$ cat src/rtl/dmem_subword_pkg.sv
// Shared definitions for the sub-word data memory: access size and the
// helpers that decode the size and detect misaligned addresses.
package dmem_subword_pkg;

    typedef enum logic [1:0] {
        SZ_BYTE,
        SZ_HALF,
        SZ_WORD
    } size_e;

    // b wins over half when both are set.
    function automatic size_e decode_size(input logic b, input logic half);
        if (b) begin
            return SZ_BYTE;
        end else if (half) begin
            return SZ_HALF;
        end
        return SZ_WORD;
    endfunction

    function automatic logic is_misaligned(input size_e sz, input logic [1:0] off);
        case (sz)
            SZ_HALF: return off[0];
            SZ_WORD: return off != 2'b00;
            default: return 1'b0;
        endcase
    endfunction

endpackage

$ cat src/rtl/subword_ext.sv
// Selects the addressed byte/halfword lane of a 32-bit word and sign- or
// zero-extends it to 32 bits. Purely combinational.
module subword_ext
    import dmem_subword_pkg::*;
(
    input  logic [31:0] word,
    input  logic [1:0]  off,
    input  logic [1:0]  size,
    input  logic        zext,
    output logic [31:0] result
);

    logic [7:0]  lane8;
    logic [15:0] lane16;

    always_comb begin
        lane8  = word[{off, 3'b000} +: 8];
        lane16 = off[1] ? word[31:16] : word[15:0];
        result = word;
        if (size == SZ_BYTE) begin
            result = {{24{~zext & lane8[7]}}, lane8};
        end else if (size == SZ_HALF) begin
            result = {{16{~zext & lane16[15]}}, lane16};
        end
    end

endmodule

$ cat src/rtl/dmem_subword.sv
// Word-organised data memory with byte/halfword/word stores and loads,
// registered load result, sticky misalignment flag and a store counter.
module dmem_subword
    import dmem_subword_pkg::*;
#(
    parameter int unsigned DEPTH = 64
) (
    input  logic        clk,
    input  logic        reset,
    input  logic [1:0]  memwrite,
    input  logic        memread,
    input  logic [31:0] dataadr,
    input  logic [31:0] writedata,
    input  logic        half,
    input  logic        b,
    input  logic        bunsigned,
    output logic [31:0] readdata,
    output logic        rvalid,
    output logic        misalign,
    output logic [15:0] storecount
);

    localparam int unsigned AW = $clog2(DEPTH);

    logic [31:0] mem [DEPTH];

    size_e         sz;
    logic [AW-1:0] idx;
    logic          store;
    logic          load;
    logic          bad;
    logic          do_write;
    logic [3:0]    wstrb;
    logic [31:0]   wdata;
    logic [31:0]   rword;
    logic [31:0]   ext_word;

    logic [31:0] readdata_q;
    logic        rvalid_q;
    logic        misalign_q;
    logic [15:0] storecount_q;

    // Address bits above the array size wrap silently.
    logic unused_adr;
    assign unused_adr = ^dataadr[31:AW+2];

    assign sz       = decode_size(b, half);
    assign idx      = dataadr[AW+1:2];
    assign store    = |memwrite;
    assign load     = memread & ~store;
    assign bad      = is_misaligned(sz, dataadr[1:0]);
    assign do_write = store & ~bad;
    assign rword    = mem[idx];

    // Store data is replicated across lanes so the strobe alone picks the target.
    always_comb begin
        wstrb = 4'b0000;
        wdata = writedata;
        case (sz)
            SZ_BYTE: begin
                wstrb = 4'b0001 << dataadr[1:0];
                wdata = {4{writedata[7:0]}};
            end
            SZ_HALF: begin
                wstrb = dataadr[1] ? 4'b1100 : 4'b0011;
                wdata = {2{writedata[15:0]}};
            end
            default: wstrb = 4'b1111;
        endcase
    end

    // The array itself is not reset; reset only blocks the write.
    always_ff @(posedge clk) begin
        if (reset && do_write) begin
            for (int k = 0; k < 4; k++) begin
                if (wstrb[k]) begin
                    mem[idx][8*k +: 8] <= wdata[8*k +: 8];
                end
            end
        end
    end

    subword_ext u_ext (
        .word   (rword),
        .off    (dataadr[1:0]),
        .size   (sz),
        .zext   (bunsigned),
        .result (ext_word)
    );

    always_ff @(posedge clk or negedge reset) begin
        if (!reset) begin
            readdata_q   <= 32'h0;
            rvalid_q     <= 1'b0;
            misalign_q   <= 1'b0;
            storecount_q <= 16'h0;
        end else begin
            rvalid_q <= load;
            if (load) begin
                readdata_q <= bad ? 32'h0 : ext_word;
            end
            if ((store | load) & bad) begin
                misalign_q <= 1'b1;
            end
            if (do_write) begin
                storecount_q <= storecount_q + 16'd1;
            end
        end
    end

    assign readdata   = readdata_q;
    assign rvalid     = rvalid_q;
    assign misalign   = misalign_q;
    assign storecount = storecount_q;

endmodule

$ cat config.mk
export PLATFORM = sky130hd
export DESIGN_NAME = dmem_subword
export DESIGN_NICKNAME = d
export VERILOG_FILES = /design/src/rtl/dmem_subword_pkg.sv /design/src/rtl/subword_ext.sv /design/src/rtl/dmem_subword.sv
export SDC_FILE = /design/constraint.sdc
export NUM_CORES = 2
export LEC_CHECK = 0
export BUFFER_PORTS_ARGS = -buffer_cell sky130_fd_sc_hd__buf_2
export CELL_PAD_IN_SITES_DETAIL_PLACEMENT = 1
export CELL_PAD_IN_SITES_GLOBAL_PLACEMENT = 1
export CORE_MARGIN = 4
export CORE_UTILIZATION = 55
export CTS_CLUSTER_DIAMETER = 150
export CTS_CLUSTER_SIZE = 20
export DETAILED_ROUTE_END_ITERATION = 10
export PLACE_DENSITY_LB_ADDON = 0.1
export SLEW_MARGIN = 0
export SYNTH_ARGS = -nofsm -noshare
export SYNTH_HDL_FRONTEND = slang
export SYNTH_SLANG_ARGS = --single-unit
export TNS_END_PERCENT = 1
$ cat constraint.sdc
create_clock -name clk -period 5.81 [get_ports clk]
set_input_delay 0.8715 -clock clk [delete_from_list [all_inputs] [get_ports clk]]
set_output_delay 0.8715 -clock clk [all_outputs]
set_load 0.005 [all_outputs]
==> results.yml <==
setup_path:
  rr_startpoint: "mem[13][23]"
  cp-startpoint: "dataadr[3]"
  critPathKind: "input port to flip-flop"
  worstPathRequired_ns: 6.46
  critPathArrivalTime_ns: 4.79
  worstSetupStartpointType: "input port"
  critPathCaptureType: "flip-flop"
  critPathMaxFanout: 33
cts:
  cts_resized: 0
  cts.htree.levels: 3
  clock_latency_ns: 0.78
  cts_tree: "yes"
  cts_made_buffers: 114
  cts_sinks: 2098
  clockBufferDepth: 3
  root_buffer: "clkbuf_16"
  clkTransAtPathRegs_ns: 0.09
yosys:
  synth-edff-count: 2048
  ys_seq_area_share_pct: 79.5
  synth.distinct_cells: 80
  yosysMostFrequentCell: "edfxtp_1"
  syn-num-nets: 4561
  synth_top_area_share_pct: 77.9
  syn_inst: 4488
  synth.area.top_cells: "edfxtp_1, a22oi_1, nor2_1"
  avgSynthCellArea_um2: 17.6
  synthFlopType: "edfxtp_1"
  synth-seq-cells: 2098
  synth_top_area_cell: "edfxtp_1"
  async_flop_share_pct: 2.38
  syn_area_um2: 78900
  ys_top_cells_by_count: "edfxtp_1, a22oi_1, nor2_1"
  synth_warnings: 0
power_and_ir_drop:
  ir_drop_v: 0.000318
  power.total_mw: 27.1
  p_leak_nw: 27.2
  power_density_nw_per_um2: 311
timing:
  fin_crit_ns: 4.14
  finalCritPeriodShare_pct: 71.2
  relSlewSlack_pct: 6.79
  finalHoldViolCount: 0
  fmax_mhz: 242
  setup_tns_ns: 0
  rsz0062_at_grt: "no"
  tightest_slew_ns: 1.40
  finalSetupViolations: 0
  fin_skew_ns: 0.0242
  drv_slew: 0
drt:
  drt_wl_total_um: 268000
  postRouteAntennaNets: 0
  wl_per_cell_um: 39.9
  firstDrtPassIters: 8
  vias: 47900
  drc_errors: 0
  vias_per_cell: 7.13
  drt_iter0_markers: 7976
layout:
  final_cells: 6717
  layout-drive-gt1-share_pct: 15.4
  multi_input_area_um2: 14800
  area_growth_pct: 10.2
  regArea_um2: 62800
  n_fill_cell: 12300
  final_cell_area_um2: 87000
  utilization_pct: 61.2
  nets: 4861
placed_design:
  hpwlAfterDp_um: 173000
  portBuffers: 97
  gp_congestion: 0.868
  place_inst: 6561
  placed_area_um2: 83800
worst_hold_path:
  hold_path.class: "input port to flip-flop"
  hold_start: "memread"
floorplan:
  start_util_pct: 55.6
  die_h_um: 387
  die_area_um2: 150000
  num_io_pins: 122
  core_um2: 142000
  rows: 138
  die_x_um: 387
global_route:
  antenna_found_initial: 25
  track_usage_pct: 35.4
  grt_pass1_vias: 47700
  grt_start_max_net_pins: 68
  grt_first_pass_wirelength_um: 375000
  grt_overflow_total: 0
status:
  status: "finished clean"
flow_run:
  max_cap_violations: 0
## critical path: stages
cell and delay [ns]:
buf_4 0.53, nor3_4 0.30, buf_4 0.32, a22oi_1 0.23, a41oi_1 0.32, nor4_1 0.75, and4_1 0.80, o22ai_1 0.18
a221o_1 0.35
## cell type report
cell class | instances | share of cell area [%]
inverters | 12 | 0.0518
diodes | 9 | 0.0259
clock inverters | 5 | 0.0748
well taps | 1890 | 2.72
clock buffers | 141 | 3.47
flip-flops and latches | 2098 | 72.2
repair buffers | 492 | 4.44
multi-input cells | 2070 | 17.1
## cells in the final DEF, fill, tap and decap left out, types with 7 or more instances in the layout
cell type  netlist  layout
edfxtp_1      2048    2048
a22oi_1        567     567
buf_4           14     364
nor2_1         335     323
nand2_1        162     153
clkbuf_16        0     117
mux2i_1        112     112
a221oi_1       104     104
buf_2          115      94
a22o_1          89      89
a31oi_1         79      79
a21oi_1         54      54
dfrtp_1         50      50
a222oi_1        48      48
mux2_2          46      46
o22ai_1         39      39
nand3_1         41      39
a41oi_1         35      35
nand4_1         32      32
o21ai_0         31      31
mux4_2          31      31
buf_12           2      31
and3_1          28      27
clkbuf_1       132      24
o211ai_1        22      22
and4_1          18      18
nor4_1          17      17
a41o_1          13      13
a221o_1         13      13
nor3_1          13      12
o2bb2ai_1       10      10
or4_1           10      10
diode_2          0       9
nor2_4           0       9
nand2_2          0       9
inv_1            9       9
xnor2_1          9       9
xor2_1           7       7
nor4b_1          8       7
a211oi_1         7       7
## metal layers
metal / track usage [%] / vias up / routed length (um)
met1: 49.7 / 25100 / 100000
met5: 0 / - / 344
met4: 16.1 / 28 / 14400
met2: 53.3 / 3197 / 120000
met3: 8.64 / 537 / 32900
li1: - / 19000 / -
## cell families (layout without fill, tap and decap cells)
logic type	Yosys count	after routing	synth area share, %
DFF	2098	2098	79.5
xor gates and xnor gates	16	16	0.178
buffers and inverters	320	650	1.95
AOI/OAI and AO/OA	1150	1150	11.2
and+or+nand+nor	713	713	4.20
muxes	190	190	2.98
other	0	9	0
adders and majority gates	1	1	0.0158
## stage by stage
step                hold slack [ns]  setup WS, ns
finish                        0.385          1.67
global route                  0.411          1.68
CTS                           0.363          1.87
detailed placement            0.459          1.08
global placement              0.456          1.08
floorplan                     0.467          1.66
## registers in the layout (all words and copies together) (netlist names)
signal and count:
mem 2048, misalign 1, readdata 32, rvalid 1, storecount 16
## worst paths after layout
path / to / slack [ns] / depth (start not counted)
max: readdata[10] / 1.67 / 9
min: misalign / 0.39 / 3
max reg2reg: readdata[12] / 2.52 / 9
min reg2reg: misalign / 0.48 / 1
max in group asynchronous: readdata[20] / 4.52 / 3
min in group asynchronous: misalign / 0.47 / 2
## power by group
part	internal (mW)	leakage [nW]	switching (mW)	total [mW]
Combinational	0.510	6.64	1.42	1.93
Clock	3.64	1.50	4.64	8.28
Sequential	16.8	19.1	0.0638	16.9
Total	20.9	27.2	6.12	27.1
## timing repair
action | in CTS | in global routing
endpoints found under the hold margin | 2 | 0
buffers inserted | 0 | 0
hold buffers | 1 | 0
Power figures use the tool's default switching activity.
